[src/rtl/lsu_mem_access_if.sv]
// Data-memory bus between the load/store unit and the memory port.
interface lsu_mem_access_if;
  logic        mem_req;
  logic        mem_we;
  logic [31:0] mem_addr;
  logic [3:0]  mem_wstrb;
  logic [31:0] mem_wdata;
  logic        mem_gnt;
  logic        mem_rvalid;
  logic [31:0] mem_rdata;

  modport master (
    output mem_req, mem_we, mem_addr, mem_wstrb, mem_wdata,
    input  mem_gnt, mem_rvalid, mem_rdata
  );

  modport slave (
    input  mem_req, mem_we, mem_addr, mem_wstrb, mem_wdata,
    output mem_gnt, mem_rvalid, mem_rdata
  );
endinterface

[src/rtl/lsu_mem_access.sv]
// Load/store access unit: MEM-stage request -> valid/ready data-memory bus
// transaction, with load alignment/extension and a per-access timeout.
module lsu_mem_access #(
  parameter int unsigned TIMEOUT = 255
) (
  input  logic                    clk,
  input  logic                    rst_n,
  input  logic                    req_valid,
  input  logic                    req_we,
  input  logic [2:0]              req_funct3,
  input  logic [31:0]             req_addr,
  input  logic [31:0]             req_wdata,
  output logic                    stall,
  lsu_mem_access_if.master        bus,
  output logic                    ld_valid,
  output logic [31:0]             ld_data,
  output logic [2:0]              ld_funct3,
  output logic                    st_done,
  output logic                    misalign_err,
  output logic                    bus_err
);

  localparam int unsigned       CNT_W    = 8;
  localparam logic [CNT_W-1:0]  TMO_LAST = CNT_W'(TIMEOUT - 1);

  typedef enum logic [1:0] {
    IDLE = 2'd0,
    REQ  = 2'd1,
    WAIT = 2'd2
  } state_t;

  state_t           state, state_nx;
  logic [CNT_W-1:0] cnt, cnt_nx;
  logic             accept, reject, ld_fire, st_fire, tmo_fire;
  logic             f3_ok, aligned, req_ok;
  logic [3:0]       wstrb_nx;
  logic [31:0]      wdata_nx;
  logic [2:0]       f3_q;
  logic [1:0]       off_q;
  logic [31:0]      rd_shift;
  logic [31:0]      ld_align;

  // Request legality: funct3 encoding and natural alignment.
  always_comb begin
    f3_ok   = 1'b0;
    aligned = 1'b0;
    if (req_we) begin
      f3_ok = (req_funct3[2] == 1'b0) && (req_funct3[1:0] != 2'b11);
    end else begin
      f3_ok = (req_funct3[1:0] == 2'b00) || (req_funct3[1:0] == 2'b01) ||
              (req_funct3 == 3'b010);
    end
    case (req_funct3[1:0])
      2'b00:   aligned = 1'b1;
      2'b01:   aligned = (req_addr[0] == 1'b0);
      default: aligned = (req_addr[1:0] == 2'b00);
    endcase
    req_ok = f3_ok && aligned;
  end

  // Hold the MEM stage while busy or while a legal request is being taken.
  always_comb begin
    stall = (state != IDLE) || (req_valid && req_ok);
  end

  // Byte strobes and lane-replicated store data for the incoming request.
  always_comb begin
    wstrb_nx = 4'b0000;
    wdata_nx = 32'h0000_0000;
    if (req_we) begin
      case (req_funct3[1:0])
        2'b00: begin
          wstrb_nx = 4'b0001 << req_addr[1:0];
          wdata_nx = {4{req_wdata[7:0]}};
        end
        2'b01: begin
          wstrb_nx = req_addr[1] ? 4'b1100 : 4'b0011;
          wdata_nx = {2{req_wdata[15:0]}};
        end
        default: begin
          wstrb_nx = 4'b1111;
          wdata_nx = req_wdata;
        end
      endcase
    end
  end

  // Right-align the read word by byte offset, then sign- or zero-fill.
  always_comb begin
    rd_shift = bus.mem_rdata >> {off_q, 3'b000};
    case (f3_q)
      3'b000:  ld_align = {{24{rd_shift[7]}}, rd_shift[7:0]};
      3'b001:  ld_align = {{16{rd_shift[15]}}, rd_shift[15:0]};
      3'b100:  ld_align = {24'h00_0000, rd_shift[7:0]};
      3'b101:  ld_align = {16'h0000, rd_shift[15:0]};
      default: ld_align = bus.mem_rdata;
    endcase
  end

  // Next-state, counter and completion events.
  always_comb begin
    state_nx = state;
    cnt_nx   = cnt;
    accept   = 1'b0;
    reject   = 1'b0;
    ld_fire  = 1'b0;
    st_fire  = 1'b0;
    tmo_fire = 1'b0;
    case (state)
      IDLE: begin
        if (req_valid) begin
          if (req_ok) begin
            accept   = 1'b1;
            cnt_nx   = '0;
            state_nx = REQ;
          end else begin
            reject = 1'b1;
          end
        end
      end
      REQ: begin
        cnt_nx = CNT_W'(cnt + CNT_W'(1));
        if (bus.mem_gnt && bus.mem_we) begin
          st_fire  = 1'b1;
          state_nx = IDLE;
        end else if (bus.mem_gnt && bus.mem_rvalid) begin
          ld_fire  = 1'b1;
          state_nx = IDLE;
        end else if (cnt == TMO_LAST) begin
          tmo_fire = 1'b1;
          state_nx = IDLE;
        end else if (bus.mem_gnt) begin
          state_nx = WAIT;
        end
      end
      WAIT: begin
        cnt_nx = CNT_W'(cnt + CNT_W'(1));
        if (bus.mem_rvalid) begin
          ld_fire  = 1'b1;
          state_nx = IDLE;
        end else if (cnt == TMO_LAST) begin
          tmo_fire = 1'b1;
          state_nx = IDLE;
        end
      end
      default: state_nx = IDLE;
    endcase
  end

  // State and timeout counter registers.
  always_ff @(posedge clk or negedge rst_n) begin
    if (!rst_n) begin
      state <= IDLE;
      cnt   <= '0;
    end else begin
      state <= state_nx;
      cnt   <= cnt_nx;
    end
  end

  // Bus drive, latched request fields and result pulses.
  always_ff @(posedge clk or negedge rst_n) begin
    if (!rst_n) begin
      bus.mem_req   <= 1'b0;
      bus.mem_we    <= 1'b0;
      bus.mem_addr  <= 32'h0000_0000;
      bus.mem_wstrb <= 4'b0000;
      bus.mem_wdata <= 32'h0000_0000;
      f3_q          <= 3'b000;
      off_q         <= 2'b00;
      ld_valid      <= 1'b0;
      ld_data       <= 32'h0000_0000;
      ld_funct3     <= 3'b000;
      st_done       <= 1'b0;
      misalign_err  <= 1'b0;
      bus_err       <= 1'b0;
    end else begin
      bus.mem_req  <= (state_nx == REQ);
      ld_valid     <= ld_fire;
      st_done      <= st_fire;
      misalign_err <= reject;
      bus_err      <= tmo_fire;
      if (accept) begin
        bus.mem_we    <= req_we;
        bus.mem_addr  <= {req_addr[31:2], 2'b00};
        bus.mem_wstrb <= wstrb_nx;
        bus.mem_wdata <= wdata_nx;
        f3_q          <= req_funct3;
        off_q         <= req_addr[1:0];
      end
      if (ld_fire) begin
        ld_data   <= ld_align;
        ld_funct3 <= f3_q;
      end
    end
  end

endmodule

[src/flat_wrapper.sv]
// flat-port wrapper written by rule: the top's interface ports become plain ports
module lsu_mem_access_flat 
#(
  parameter int unsigned TIMEOUT = 255
)
  (clk, rst_n, req_valid, req_we, req_funct3, req_addr, req_wdata, stall, ld_valid, ld_data, ld_funct3, st_done, misalign_err, bus_err, bus_mem_req, bus_mem_we, bus_mem_addr, bus_mem_wstrb, bus_mem_wdata, bus_mem_gnt, bus_mem_rvalid, bus_mem_rdata);
  lsu_mem_access_if bus_i ();
  input  logic clk;
  input  logic rst_n;
  input  logic req_valid;
  input  logic req_we;
  input  logic [2:0] req_funct3;
  input  logic [31:0] req_addr;
  input  logic [31:0] req_wdata;
  output logic stall;
  output logic ld_valid;
  output logic [31:0] ld_data;
  output logic [2:0] ld_funct3;
  output logic st_done;
  output logic misalign_err;
  output logic bus_err;
  output wire logic [$bits(bus_i.mem_req)-1:0] bus_mem_req;
  output wire logic [$bits(bus_i.mem_we)-1:0] bus_mem_we;
  output wire logic [$bits(bus_i.mem_addr)-1:0] bus_mem_addr;
  output wire logic [$bits(bus_i.mem_wstrb)-1:0] bus_mem_wstrb;
  output wire logic [$bits(bus_i.mem_wdata)-1:0] bus_mem_wdata;
  input wire logic [$bits(bus_i.mem_gnt)-1:0] bus_mem_gnt;
  input wire logic [$bits(bus_i.mem_rvalid)-1:0] bus_mem_rvalid;
  input wire logic [$bits(bus_i.mem_rdata)-1:0] bus_mem_rdata;
  assign bus_mem_req = bus_i.mem_req;
  assign bus_mem_we = bus_i.mem_we;
  assign bus_mem_addr = bus_i.mem_addr;
  assign bus_mem_wstrb = bus_i.mem_wstrb;
  assign bus_mem_wdata = bus_i.mem_wdata;
  assign bus_i.mem_gnt = bus_mem_gnt;
  assign bus_i.mem_rvalid = bus_mem_rvalid;
  assign bus_i.mem_rdata = bus_mem_rdata;
  lsu_mem_access #(.TIMEOUT(TIMEOUT)) u_core (.clk(clk), .rst_n(rst_n), .req_valid(req_valid), .req_we(req_we), .req_funct3(req_funct3), .req_addr(req_addr), .req_wdata(req_wdata), .stall(stall), .bus(bus_i), .ld_valid(ld_valid), .ld_data(ld_data), .ld_funct3(ld_funct3), .st_done(st_done), .misalign_err(misalign_err), .bus_err(bus_err));
endmodule
[config.mk]
export PLATFORM = sky130hd
export DESIGN_NAME = lsu_mem_access_flat
export DESIGN_NICKNAME = d
export VERILOG_FILES = /design/src/rtl/lsu_mem_access_if.sv /design/src/rtl/lsu_mem_access.sv /design/src/flat_wrapper.sv
export SDC_FILE = /design/constraint.sdc
export NUM_CORES = 1
export LEC_CHECK = 0
export CAP_MARGIN = 20
export CORE_MARGIN = 10
export CORE_UTILIZATION = 45
export DETAILED_ROUTE_END_ITERATION = 16
export GPL_TIMING_DRIVEN = 0
export PLACE_DENSITY = 0.81
export SLEW_MARGIN = 20
export SYNTH_ARGS = -nofsm -noshare
export SYNTH_HDL_FRONTEND = slang
export SYNTH_SLANG_ARGS = --single-unit
[constraint.sdc]
create_clock -name clk -period 2.1 [get_ports clk]
set_input_delay 0.42 -clock clk [delete_from_list [all_inputs] [get_ports clk]]
set_output_delay 0.42 -clock clk [all_outputs]
set_load 0.005 [all_outputs]
==> flow_metrics.tcl, run 1 <==
set metrics [dict create \
    run_status "complete, no violations" \
    grt_setup_unrepaired "true" \
    synthDistinctLibCells 52 \
    design_power_total_mw 11.9 \
    drv_slew 0 \
    numClockSinks 122 \
    yosysWarnings 0 \
    port_buffers 212 \
    clk_latency_ns 0.42 \
    min_period_over_period_pct 96.0 \
    num-nets-final 926 \
    hold_class "in2reg" \
    slew_headroom_pct 58.1 \
    p_per_area_nw_per_um2 1340 \
    viasPerCell 5.46 \
    ys_seq_area_share_pct 52.0 \
    cp_top_family "buffers and inverters" \
    cts_tree "done" \
    critPathMaxStageDelay_ns 0.40 \
    die_area_um2 18000 \
    first_global_vias 5815 \
    cts_buffers 17 \
    grt_pass1_wl_mm 31.2 \
    fmax_mhz 496 \
    io_pins 215 \
    antenna_cells 0 \
    htree_levels 4 \
    setup_viol 0 \
    r2r_setup_slack_ns 0.08 \
    placed_area_um2 8240 \
    path_clk_slew_ns 0.05 \
    ir_worst_vdd_mv 0.826 \
    r2r-start "u_core.state[0]$_DFF_PN0_" \
    drtIter0Drc 374 \
    grt_usage_pct 21.8 \
    drtAntennaViolNets 0 \
    area_delta_synth_final_pct 52.0 \
    vias 5459 \
    ys.flop_type "dfrtp_1" \
    synth_area_um2 5870 \
    clockRootBuffer "clkbuf_16" \
    cp_max_fo 10 \
    synth_cells 578 \
    path_depth 7 \
    skew_ns 0.00557 \
    synth-seq-cells 122 \
    final_hold_viol_count 0 \
    grt_overflow 0 \
    crit_end "u_core.bus.mem_addr[5]$_DFFE_PN0P_" \
    cp.required_ns 2.39 \
    num_rows 41 \
    place_congestion 0.882 \
    die_height_um 134 \
    drive_above_1_share_pct 10.1 \
    endpoint_kind "register" \
    min_period_ns 2.02 \
    drtPass1Iterations 5 \
    place_hpwl_mm 15.3 \
    start_util_pct 46.3 \
    worstMarginPinSlew_ns 0.629 \
    cts.path.max_buffers 2 \
    syn_avg_cell_area_um2 10.2 \
    slowest_stage "dfrtp_1" \
    arrival_ns 2.31 \
    path_cells "inv_2 -> ha_4 -> nand2_1 -> o21bai_1 -> clkbuf_4 -> buf_2 -> mux2_1" \
    worstSetupPathType "reg2reg" \
    synth_edf_count 0 \
    p_leak_nw 3.90 \
    drt_wl_total_mm 19.8 \
    critPathLaunchType "register" \
    drv_cap 0 \
    antenna_found_initial 0 \
    drcViolationCount 0 \
    final_cell_area_um2 8920 \
    startpoint "u_core.state[0]$_DFF_PN0_" \
    routedWlPerCell_um 19.8 \
    core_area_um2 12700 \
    reg2reg_depth 7 \
    die_w_um 134 \
    path_buf_inv 3 \
    r2r-end "u_core.bus.mem_addr[5]$_DFFE_PN0P_" \
    grt_max_degree 85 \
    async_reset_ff_share_pct 100 \
]
[sequential cells by signal, indices dropped and copies added, names as in the netlist, 2 cells and up]
register / cells
u_core.bus.mem_wdata: 32
u_core.ld_funct3: 3
u_core.off_q: 2
u_core.cnt: 8
u_core.f3_q: 3
u_core.ld_data: 32
u_core.bus.mem_wstrb: 4
u_core.bus.mem_addr: 30
u_core.state: 2
[cells in the final DEF (no fill, tap or decap), types with 7 or more instances in the layout]
master,count
clkdlybuf4s50_1,204
dfrtp_1,122
nand2_1,118
o21ai_0,51
nor2_1,36
mux2_1,33
mux2i_1,32
o31ai_1,20
clkbuf_1,18
clkbuf_16,17
nand3_1,11
inv_1,10
buf_2,10
a31oi_1,10
buf_4,8
a221oi_1,8
o211ai_1,7
[area by class of cell]
class / count / area, um^2
Buffer: 37 / 189
Clock buffer: 18 / 439
Clock inverter: 14 / 173
Fill cell: 944 / 3750
Inverter: 14 / 52.6
Multi-Input combinational cell: 405 / 2630
Sequential cell: 122 / 3050
Tap cell: 172 / 215
Timing Repair Buffer: 218 / 2170
[metal layers]
metal / GRT usage [%] / up-vias / share of wire [%]
met1: 23.6 / 2678 / 39
met4: 7.44 / 0 / 1.7
met5: 0 / - / 0
li1: - / 2506 / -
met3: 9.34 / 34 / 9.6
met2: 37.3 / 241 / 50
[cells in the mapped netlist (2+ instances only)]
cell type | n | area share (%)
a221oi_1 | 8 | 1.2
and2_1 | 6 | 0.64
and3_1 | 2 | 0.21
clkbuf_1 | 23 | 1.5
mux2_2 | 2 | 0.38
o21ai_0 | 52 | 4.4
nand2_1 | 118 | 7.5
clkinv_1 | 3 | 0.19
ha_1 | 6 | 1.3
o211ai_2 | 4 | 0.85
nor2b_1 | 3 | 0.32
nor3_1 | 3 | 0.26
mux2i_1 | 32 | 5.5
o2bb2ai_1 | 6 | 0.90
a21oi_1 | 6 | 0.51
nand3b_1 | 4 | 0.51
nor2_1 | 36 | 2.3
and4_1 | 2 | 0.30
buf_2 | 11 | 0.94
dfrtp_1 | 122 | 52
nand4_1 | 3 | 0.32
a31oi_1 | 10 | 1.1
inv_1 | 11 | 0.70
o31ai_1 | 20 | 2.6
nand3_2 | 6 | 1.0
nand2b_1 | 2 | 0.21
o21ai_1 | 2 | 0.17
buf_4 | 3 | 0.38
nand3_1 | 11 | 0.94
o211ai_1 | 7 | 0.90
mux2_1 | 33 | 6.3
[power breakdown]
group          switching [mW]  leakage [nW]  total, mW  internal (mW)
Clock                    1.09         0.296       2.99           1.90
Combinational            2.19          2.06       4.94           2.76
Sequential              0.620          1.54       3.99           3.37
[how the worst min path moves through the flow]
stage / startpoint / to / slack (ns) / depth (start not counted)
6_report: req_funct3[2] / u_core.f3_q[2]$_DFFE_PN0P_ / 0.36 / 2
5_1_grt: req_funct3[2] / u_core.f3_q[2]$_DFFE_PN0P_ / 0.37 / 2
4_1_cts: req_funct3[2] / u_core.f3_q[2]$_DFFE_PN0P_ / 0.35 / 2
3_5_place_dp: rst_n / u_core.bus.mem_wdata[0]$_DFFE_PN0P_ / 0.36 / 1
2_1_floorplan: rst_n / u_core.bus.mem_addr[10]$_DFFE_PN0P_ / 0.12 / 0
3_3_place_gp: u_core.cnt[5]$_DFFE_PN0P_ / u_core.cnt[5]$_DFFE_PN0P_ / 0.46 / 1
[cells by family after synthesis]
logic type               count (synthesis)  synth area share, %
AO/OA/AOI/OAI                          128                 14.9
other                                    1               0.0639
buffers and inverters                   52                 3.88
flip-flops                             122                 52.0
multiplexers                            68                 12.6
AND/OR/NAND/NOR                        201                 15.3
adder cells (fa/ha/maj)                  6                 1.28
[timing repair]
action	4_1_cts	5_1_grt
pin swaps	3	0
endpoints found under the hold margin	38	0
setup buffers	4	0
endpoints found under the setup margin	94	76
gates resized for setup	37	6
hold buffers	1	0
[per-stage QoR]
stage | cells | hold WS, ns | setup slack, ns | setup TNS [ns] | utilization [%]
after global routing | 1000 | 0.366 | -0.0174 | -0.150 | 70.4
after detailed placement | 964 | 0.359 | -0.742 | -44.71 | 65.0
final | 1000 | 0.357 | 0.0840 | 0 | 70.4
after floorplan | 579 | 0.124 | 0.278 | 0 | -
after CTS | 1001 | 0.349 | 0.0261 | 0 | 70.3
after global placement | 963 | 0.461 | -3.99 | -521.62 | 64.8
Power figures use the tool's default switching activity.
==> run 2: changes to the inputs <==
- SKIP_LAST_GASP: default -> 1
==> results of run 2 <==
Final layout, timing and power as in run 1 (identical DEF).
==> run 3: changes to the inputs <==
- CORE_UTILIZATION: 45 -> 32
- PLACE_DENSITY: 0.81 -> default
==> flow_metrics.tcl, run 3 (same netlist as run 1, synthesis figures left out) <==
set metrics [dict create \
    run_status "complete, no violations" \
    critPathLaunchType "register" \
    n_fill_cell 1650 \
    layout_commonest_cell "clkdlybuf4s50_1" \
    num_rows 49 \
    first_global_vias 5684 \
    htree_levels 4 \
    setup_viol 0 \
    drt_wl_total_mm 20.4 \
    layout_common_cells "clkdlybuf4s50_1 (204), dfrtp_1 (122), nand2_1 (118)" \
    ir_worst_vdd_mv 0.660 \
    fmax_mhz 509 \
    p_per_area_nw_per_um2 1350 \
    drv_cap 0 \
    die_w_um 155 \
    final_hold_viol_count 0 \
    path_clk_slew_ns 0.06 \
    drtPass1Iterations 5 \
    worstMarginPinSlew_ns 0.673 \
    die_height_um 155 \
    grt_setup_unrepaired "true" \
    cp.required_ns 2.44 \
    area_delta_synth_final_pct 54.3 \
    antenna_cells 0 \
    port_buffers 212 \
    viasPerCell 5.00 \
    arrival_ns 2.31 \
    drtIter0Drc 279 \
    p_leak_nw 3.92 \
    hold_class "in2reg" \
    design_power_total_mw 12.2 \
    antenna_found_initial 0 \
    skew_ns 0.0106 \
    endpoint_kind "register" \
    worstSetupPathType "reg2reg" \
    place_hpwl_mm 15.8 \
    drive_above_1_share_pct 10.3 \
    core_area_um2 18000 \
    drcViolationCount 0 \
    grt_pass1_wl_mm 31.9 \
    cp_max_fo 10 \
    num-nets-final 925 \
    slew_headroom_pct 55.1 \
    vias 5283 \
    start_util_pct 32.5 \
    grt_usage_pct 16.7 \
    numClockSinks 122 \
    grt_overflow 0 \
    dpl.cell_count 1021 \
    cts.path.max_buffers 2 \
    drtAntennaViolNets 0 \
    setup_ws_ns 0.134 \
    drv_slew 0 \
    place_ws_ns -0.700 \
    reg.largest.list "u_core.bus.mem_wdata (32), u_core.ld_data (32), u_core.bus.mem_addr (30)" \
    place_congestion 0.844 \
    min_period_ns 1.97 \
    fin_cells 1056 \
    grt_max_degree 79 \
    die_area_um2 24200 \
    io_pins 215 \
    utilization_pct 50.2 \
    finalHoldWorstSlack_ns 0.377 \
    clk_latency_ns 0.43 \
    routedWlPerCell_um 19.3 \
    cts_tree "done" \
    clockRootBuffer "clkbuf_16" \
    min_period_over_period_pct 93.6 \
    cts_buffers 17 \
]
## run 3: cell count changes in the layout (fill, tap and decap cells not counted), sizes merged
cell,previous run,this run
clkdlybuf4s15,2,3
clkinv,11,5
bufinv,3,5
buf,21,18
clkbuf,44,45
dlygate4sd2,1,2
inv,12,13
clkinvlp,2,4
## run 3: critical path, stage by stage (launching register included)
cell	delay [ns]
dfrtp_1	0.38
inv_1	0.11
ha_1	0.24
nand3b_1	0.12
a21o_2	0.29
a2111o_1	0.45
buf_6	0.22
o211ai_2	0.07
## run 3: worst paths after layout
kind / depth (start not counted) / startpoint / slack (ns) / to
max in group asynchronous: 3 / rst_n / 0.87 / u_core.bus.mem_addr[15]$_DFFE_PN0P_
min in group asynchronous: 2 / rst_n / 0.48 / u_core.ld_valid$_DFF_PN0_
hold / removal: 2 / req_addr[1] / 0.38 / u_core.off_q[1]$_DFFE_PN0P_
hold reg to reg: 1 / u_core.cnt[5]$_DFFE_PN0P_ / 0.47 / u_core.cnt[5]$_DFFE_PN0P_
setup reg to reg: 7 / u_core.state[1]$_DFF_PN0_ / 0.13 / u_core.ld_data[30]$_DFFE_PN0P_
setup / recovery: 7 / u_core.state[1]$_DFF_PN0_ / 0.13 / u_core.ld_data[30]$_DFFE_PN0P_
## run 3: final cells by class
class / count / area, um^2 / area share [%]
clock buffer: 19 / 453 / 5.00
buffer: 37 / 190 / 2.10
clock inverter: 13 / 215 / 2.38
timing repair buffer: 217 / 2170 / 24.0
sequential: 122 / 3050 / 33.7
tap: 229 / 287 / 3.17
inverter: 14 / 52.6 / 0.581
multi-input combinational: 405 / 2630 / 29.0
## run 3: power by group
part	total [mW]	internal, mW	switching, mW
clock	3.31	2.18	1.13
sequential	3.98	3.37	0.604
combinational	4.90	2.76	2.14
## run 3: per-stage QoR
| stage | cell area (um^2) | TNS (ns) |
|---|---|---|
| 3_5_place_dp | 8310 | -43.07 |
| 2_1_floorplan | 5870 | 0 |
| 6_report | 9050 | 0 |
| 5_1_grt | 9050 | -0.00445 |
| 4_1_cts | 9040 | 0 |
| 3_3_place_gp | 8280 | -560.18 |
## run 3: timing repair
item	CTS	global route
gates resized for setup	31	11
hold endpoints to repair	44	0
endpoints found under the setup margin	96	101
pin swaps	2	0
buffers inserted	3	0
hold buffers	1	0
## run 3: per-layer routing
layer,vias to the layer above,part of all wire [%],GRT usage [%]
li1,2513,-,-
met1,2541,43,20.5
met2,199,47,26.7
met3,30,7.8,5.79
met4,0,1.8,5.70
met5,-,0,0
